### src/rtl/pc_pkg.sv
// Shared definitions for the fetch-stage program-counter sequencer:
// default geometry constants and the next-PC select encoding.
package pc_pkg;

    localparam int          DEFAULT_WIDTH        = 32;
    localparam int          DEFAULT_STEP         = 4;
    localparam logic [31:0] DEFAULT_RESET_VECTOR = 32'h0000_0000;
    localparam int          DEFAULT_RAS_DEPTH    = 4;

    typedef enum logic [2:0] {
        SEL_HOLD,
        SEL_INC,
        SEL_BRANCH,
        SEL_CALL,
        SEL_RET
    } pc_sel_e;

endpackage

### src/rtl/ras_stack.sv
// Return-address stack: a circular LIFO. A push into a full stack overwrites
// the oldest entry, because the write pointer simply wraps onto it. Entries
// are never cleared; reset only zeroes the count and pointer, which makes
// every stored entry invalid. Only used when PC_RAS_EN is defined.
module ras_stack
    import pc_pkg::*;
#(
    parameter int WIDTH = DEFAULT_WIDTH,
    parameter int DEPTH = DEFAULT_RAS_DEPTH
) (
    input  logic                       clk,
    input  logic                       reset,
    input  logic                       push,
    input  logic                       pop,
    input  logic [WIDTH-1:0]           push_data,
    output logic [WIDTH-1:0]           top,
    output logic [$clog2(DEPTH):0]     count,
    output logic                       full,
    output logic                       empty
);

    localparam int PTR_W = $clog2(DEPTH);
    localparam int CNT_W = PTR_W + 1;

    logic [WIDTH-1:0] mem [DEPTH];
    logic [PTR_W-1:0] wr_ptr;

    assign full  = (count == CNT_W'(DEPTH));
    assign empty = (count == '0);
    assign top   = mem[wr_ptr - PTR_W'(1)];

    // Entry storage: written on every push, never reset.
    always_ff @(posedge clk) begin
        if (push) begin
            mem[wr_ptr] <= push_data;
        end
    end

    // Pointer and occupancy: push saturates the count at DEPTH, pop on empty is a no-op.
    always_ff @(posedge clk) begin
        if (reset) begin
            wr_ptr <= '0;
            count  <= '0;
        end else if (push) begin
            wr_ptr <= wr_ptr + PTR_W'(1);
            if (!full) begin
                count <= count + CNT_W'(1);
            end
        end else if (pop && !empty) begin
            wr_ptr <= wr_ptr - PTR_W'(1);
            count  <= count - CNT_W'(1);
        end
    end

endmodule

### src/rtl/pc_sequencer.sv
// Fetch-stage program-counter sequencer: sequential step, branch redirect,
// stall, and call/return through a return-address stack.
// Build option: define PC_RAS_EN to include the return-address stack; without
// it calls behave as branches, returns just step, and the stack outputs are 0.
module pc_sequencer
    import pc_pkg::*;
#(
    parameter int               WIDTH        = DEFAULT_WIDTH,
    parameter int               STEP         = DEFAULT_STEP,
    parameter logic [WIDTH-1:0] RESET_VECTOR = WIDTH'(DEFAULT_RESET_VECTOR),
    parameter int               RAS_DEPTH    = DEFAULT_RAS_DEPTH
) (
    input  logic                         clk,
    input  logic                         reset,
    input  logic                         stall,
    input  logic                         is_branch,
    input  logic                         is_call,
    input  logic                         is_ret,
    input  logic [WIDTH-1:0]             newPC,
    output logic [WIDTH-1:0]             PC,
    output logic [$clog2(RAS_DEPTH):0]   ras_count,
    output logic                         ras_overflow,
    output logic                         ras_underflow
);

    pc_sel_e          sel;
    logic [WIDTH-1:0] pc_inc;
    logic [WIDTH-1:0] next_pc;
    logic [WIDTH-1:0] ras_top;
    logic             ras_empty;

    assign pc_inc = PC + WIDTH'(STEP);

`ifdef PC_RAS_EN
    logic ras_full;
    logic push;
    logic pop;

    assign push = (sel == SEL_CALL);
    assign pop  = (sel == SEL_RET);

    ras_stack #(
        .WIDTH (WIDTH),
        .DEPTH (RAS_DEPTH)
    ) u_ras (
        .clk       (clk),
        .reset     (reset),
        .push      (push),
        .pop       (pop),
        .push_data (pc_inc),
        .top       (ras_top),
        .count     (ras_count),
        .full      (ras_full),
        .empty     (ras_empty)
    );

    // Event flags: one-cycle pulses for a push that drops the oldest entry or a return with nothing stacked.
    always_ff @(posedge clk) begin
        if (reset) begin
            ras_overflow  <= 1'b0;
            ras_underflow <= 1'b0;
        end else begin
            ras_overflow  <= push && ras_full;
            ras_underflow <= !stall && is_ret && ras_empty;
        end
    end
`else
    assign ras_top       = '0;
    assign ras_empty     = 1'b1;
    assign ras_count     = '0;
    assign ras_overflow  = 1'b0;
    assign ras_underflow = 1'b0;
`endif

    // Priority decode: stall, then return, call, branch, otherwise step; a return with an empty stack just steps.
    always_comb begin
        sel = SEL_INC;
        if (stall) begin
            sel = SEL_HOLD;
        end else if (is_ret) begin
            sel = ras_empty ? SEL_INC : SEL_RET;
        end else if (is_call) begin
`ifdef PC_RAS_EN
            sel = SEL_CALL;
`else
            sel = SEL_BRANCH;
`endif
        end else if (is_branch) begin
            sel = SEL_BRANCH;
        end
    end

    // Next-PC mux driven by the decoded select.
    always_comb begin
        next_pc = pc_inc;
        case (sel)
            SEL_HOLD:   next_pc = PC;
            SEL_INC:    next_pc = pc_inc;
            SEL_BRANCH: next_pc = newPC;
            SEL_CALL:   next_pc = newPC;
            SEL_RET:    next_pc = ras_top;
            default:    next_pc = pc_inc;
        endcase
    end

    // PC register: reset loads the reset vector, otherwise takes the selected next address.
    always_ff @(posedge clk) begin
        if (reset) begin
            PC <= RESET_VECTOR;
        end else begin
            PC <= next_pc;
        end
    end

endmodule

### config.mk
export PLATFORM = sky130hd
export DESIGN_NAME = pc_sequencer
export DESIGN_NICKNAME = d
export VERILOG_FILES = /design/src/rtl/pc_pkg.sv /design/src/rtl/ras_stack.sv /design/src/rtl/pc_sequencer.sv
export SDC_FILE = /design/constraint.sdc
export NUM_CORES = 1
export LEC_CHECK = 0
export BUFFER_PORTS_ARGS = -buffer_cell sky130_fd_sc_hd__buf_2
export CAP_MARGIN = 20
export CORE_ASPECT_RATIO = 0.5
export CORE_UTILIZATION = 45
export DETAILED_ROUTE_END_ITERATION = 8
export GPL_ROUTABILITY_DRIVEN = 0
export GPL_TIMING_DRIVEN = 0
export PLACE_DENSITY = 0.73
export SLEW_MARGIN = 0
export SYNTH_ARGS = -nofsm -noshare
export SYNTH_HDL_FRONTEND = slang
export SYNTH_SLANG_ARGS = --single-unit
### constraint.sdc
create_clock -name clk -period 3.92 [get_ports clk]
set_input_delay 0.588 -clock clk [delete_from_list [all_inputs] [get_ports clk]]
set_output_delay 0.588 -clock clk [all_outputs]
set_load 0.005 [all_outputs]
* Word-level counts from Yosys, hierarchy flattened
Cells that the tools add are included.
Word-level totals: register bits after elaboration 32, input bits 38, output and inout port bits 37, logic and storage cells 12
Operators by class: add/sub/neg operators 1, equal/unequal tests 3, multiplexer cells 5, reduce and logical (&&, ||, !) cells 2
Operator list (number):
- $pmux 32 s3 | 1
- $add 32x3->32 const B | 1
- $eq 3x2->1 const B | 2
- $mux 2 | 3
- $eq 3x3->1 const B | 1
- $logic_not 3->1 | 1
- $mux 3 | 1
- $reduce_or 2->1 | 1

* Longest topological paths before layout
depth in word-level cells 7, gate-level depth with buffers 7, gate-level depth less buffers 6

* Least setup slack after synthesis
OpenSTA, ideal clock, no wires.
path type register to register, from reg PC[2], to reg PC[30], library setup time 0.131 ns, arrival time 1.873 ns, required time 3.789 ns, slack 1.916 ns, stages on the path, launching flop included 7, buffers on the path 0, period minus slack after synthesis 2.004 ns, cells stage by stage dfxtp_1 ha_1 and4_1 nand4_1 or4_1 o2111ai_1 o211ai_1
Between the ends: word-level cells in the longest chain between the ends 2
Ends and longest elaborated chain:
- from (decl) | RTL line pc_sequencer.sv:20 | output logic [WIDTH-1:0] PC,
- from (signal assigned) | RTL line pc_sequencer.sv:111 | PC <= next_pc;
- $add 32x3->32 | RTL line pc_sequencer.sv:32 | assign pc_inc = PC + WIDTH'(STEP);
- $pmux 32 s3 | RTL line pc_sequencer.sv:96 | case (sel)
No other way between the ends. A chain may end at the register's enable or synchronous reset.

* Worst setup path after layout
Same ends and word-level chain as after synthesis.

==> results.md <==
- Number of warnings printed during yosys synthesis: 0
- Total routed wirelength: between 6000 and 7000 µm
- Total of hold buffers inserted after clock tree synthesis: 0
- Part of the total power dissipated in sequential elements: 0.483
- Post-route worst hold slack: between 0.4 and 0.5 ns
- Worst clock skew on the final layout: 0.00751 ns
- Unrepaired setup endpoints after global routing: no
- Sw Share: 0.291
- Number of antenna-violating nets in the routed design: 0
- Switching Power: between 0.0002 and 0.00025 W
- Most frequent cells in the layout: 69 x sky130_fd_sc_hd__buf_2, 37 x sky130_fd_sc_hd__nand2_1, 32 x sky130_fd_sc_hd__dfxtp_1, 25 x sky130_fd_sc_hd__nor2_1
- Proportion of layout cells with a drive suffix above 1: 0.253
- Ys async rst share: 0
- Area growth from synthesis to layout: 25.7%
- Registers with the most flip-flops: PC (32)
- Crit share post-route: 0.579
- Number of detailed-route iterations in the first pass: 4
- Dominant cells by area after synthesis: sky130_fd_sc_hd__dfxtp_1 32%, sky130_fd_sc_hd__nand2_1 7.0%, sky130_fd_sc_hd__nor2_1 4.7%
- CTS sink count: 32
- Required time of the critical path: 4.09 ns
- Portion of total power attributed to the clock network: 0.343
- Combined area of all synthesized cells: between 0.0015 and 0.002 mm²
- Routed length per instance: about 16 µm
- Max Slew Vio Count: 0
- Number of synthesized register bits: 32
- Worst slew margin relative to its limit: 0.607
- Die outline height: slightly below 50 µm
- Die X-Extent: 96.1 µm
- Sequential Area: around 640 µm²
- Total area of multi-input combinational cells: about 0.0012 mm²
- Hold Vio Cnt, Final: 0
- Largest net degree at the start of global routing: 11
- DR iter-0 viols: roughly 240
- Antenna violations before repair: 0
- Top cell type's share of synthesized area: 0.321
- Gate count after technology mapping: 260
- Critical setup path kind: reg -> reg
- Metal1 wirelength: approximately 2900 µm
- Post CTS Setup Buffer Count: 0
- Fin Setup TNS: 0 ns
- Max reg flops: 32
- Final-report setup violation count: 0
- Register ranked first by flip-flop count: PC
- Initial core utilization: 0.490
- Per-instance average area after synthesis: ~7.7 µm²
- GR Overflow Total: 0
- Die Outline Area: approximately 0.0047 mm²
- I/O pin cnt: 75
- Internal Power: between 0.0005 and 0.0006 W
- Max-Cap Viols: 0
- Number of enable flip-flop cells after synthesis: 0
- Standard-cell rows: 16
- Filler instances: approximately 380
- Total number of H-tree levels: 2
- Power share of the combinational group: 0.174
- Run status: complete, no violations
- Commonest non-fill, non-tap cell in the layout: sky130_fd_sc_hd__buf_2
- # DRC: 0
- Total via count in the routed design: approximately 2.3k
- Count of input and output buffers: 68
- Clock tree root buffer cell: sky130_fd_sc_hd__clkbuf_8
- Source-to-sink clock delay at the later pin of the worst-skew pair: approximately 0.28 ns
- Commonest register cell after synthesis: sky130_fd_sc_hd__dfxtp_1
- Routed met2 length: roughly 2800 µm
- Sequential share of the synthesized area: 0.321
- Minimum setup slack after placement: 1.67 ns
- Clock tree from TritonCTS: done
- Post-cts repair resize count: 0
- Core region area: between 0.004 and 0.005 mm²
- CP endpoint kind: flip-flop
- Standby leakage power: approximately 1 nW
- Clock-pin slew on the worst setup and hold paths: approximately 0.07 ns
- Global-route usage over all layers: 0.286
- Largest buffer count on any clock path: 2
- PnR worst setup slack: roughly 1.6 ns
- Total length of routed met3 wires: between 500 and 600 µm
- Slew at the pin closest to its max-slew limit: about 0.59 ns
- Number of diodes: 0
- Vias in the first global route: between 2k and 2.5k
- Post-detailed-placement half-perimeter wirelength: roughly 4500 µm
- Via-to-Cell Ratio: slightly below 6
- Uppermost routed layer: met4
- Highest net fanout along the worst path: 6
- Global-route wire length before repair: ~10000 µm
- Peak Freq: between 0.4 and 0.5 GHz
- Type of the most critical hold path: reg -> reg
- Worst Path Arrival: 2.44 ns
- Pwr/cell area: between 300 and 400 mW/mm²
- Number of buffers created by CTS: 5
- Startpoint class of the critical path: flip-flop
- Number of different library cells in the post-synthesis netlist: 53
- Final net count: 378
- Library cell occupying the most area in the post-synthesis netlist: sky130_fd_sc_hd__dfxtp_1
- Min cycle time layout: about 2.3 ns
- VDD IR max: 0.000159 V
==> power groups by stage <==
stage	clock network [W]	logic, W	registers [W]
2_1_floorplan	0	0.0000733	0.000378
3_3_place_gp	0	0.000131	0.000380
3_5_place_dp	0	0.000133	0.000381
4_1_cts	0.000268	0.000134	0.000374
5_1_grt	0.000285	0.000151	0.000380
6_report	0.000266	0.000135	0.000375
==> logic make-up after synthesis <==
| group | share of synthesized area |
|---|---|
| compound gates | 0.222 |
| fa+ha+maj | 0.00628 |
| xor+xnor | 0.0527 |
| flops | 0.321 |
| other cells | 0.00188 |
| buf+inv | 0.0609 |
| simple gates | 0.314 |
| mux | 0.0207 |
==> cell usage after synthesis, types with 2 or more instances <==
library cell	count
sky130_fd_sc_hd__a31oi_1	2
sky130_fd_sc_hd__nand3_1	10
sky130_fd_sc_hd__o2111ai_1	2
sky130_fd_sc_hd__a21oi_1	14
sky130_fd_sc_hd__a211o_1	2
sky130_fd_sc_hd__a211oi_1	11
sky130_fd_sc_hd__buf_1	2
sky130_fd_sc_hd__and4_1	7
sky130_fd_sc_hd__or3_1	2
sky130_fd_sc_hd__and3_1	2
sky130_fd_sc_hd__nand2_1	37
sky130_fd_sc_hd__o41ai_1	2
sky130_fd_sc_hd__o21ai_0	5
sky130_fd_sc_hd__nor4_1	3
sky130_fd_sc_hd__nor2_1	25
sky130_fd_sc_hd__clkbuf_1	12
sky130_fd_sc_hd__xnor2_1	6
sky130_fd_sc_hd__nor3_1	11
sky130_fd_sc_hd__buf_4	5
sky130_fd_sc_hd__or4_1	2
sky130_fd_sc_hd__a21o_1	2
sky130_fd_sc_hd__nand4_1	14
sky130_fd_sc_hd__o22ai_1	4
sky130_fd_sc_hd__xor2_1	6
sky130_fd_sc_hd__mux2i_1	3
sky130_fd_sc_hd__inv_1	3
sky130_fd_sc_hd__o211ai_1	5
sky130_fd_sc_hd__a22oi_1	4
sky130_fd_sc_hd__o31ai_1	2
sky130_fd_sc_hd__dfxtp_1	32
==> worst paths after layout <==
path | startpoint | end | slack, ns | cells after the start
setup / recovery | PC[2] | PC[30] | 1.65 | 6
hold / removal | PC[1] | PC[1] | 0.46 | 2
setup reg to reg | PC[2] | PC[30] | 1.65 | 6
hold reg to reg | PC[1] | PC[1] | 0.46 | 2
==> worst max-delay path: stages (launching register included) <==
cell and delay (ns):
sky130_fd_sc_hd__dfxtp_1 0.40, sky130_fd_sc_hd__ha_1 0.24, sky130_fd_sc_hd__and4_1 0.30, sky130_fd_sc_hd__nand4_1 0.26
sky130_fd_sc_hd__or4_1 0.64, sky130_fd_sc_hd__o2111ai_1 0.21, sky130_fd_sc_hd__o211ai_1 0.10
==> final cells by class <==
| class | count | area share |
|---|---|---|
| tap | 54 | 0.0270 |
| inverter | 4 | 0.00599 |
| buffer | 21 | 0.0424 |
| timing repair buffer | 68 | 0.136 |
| multi-input combinational | 207 | 0.497 |
| clock buffer | 8 | 0.0359 |
| sequential | 32 | 0.256 |
==> through the flow <==
stage,power [W],instance area [µm²],cells,utilization
6_report,0.000777,2510,394,0.617
5_1_grt,0.000816,2510,394,0.617
4_1_cts,0.000776,2510,394,0.617
3_5_place_dp,0.000514,2420,386,0.595
3_3_place_gp,0.000510,2420,386,0.595
2_1_floorplan,0.000451,2010,264,-
==> per-layer routing <==
| layer | global-route usage | vias to the layer above |
|---|---|---|
| met2 | 0.420 | 129 |
| li1 | - | 1121 |
| met4 | 0.0796 | 0 |
| met5 | 0 | - |
| met1 | 0.415 | 1075 |
| met3 | 0.0670 | 13 |
(Power assumes the default switching activity.)
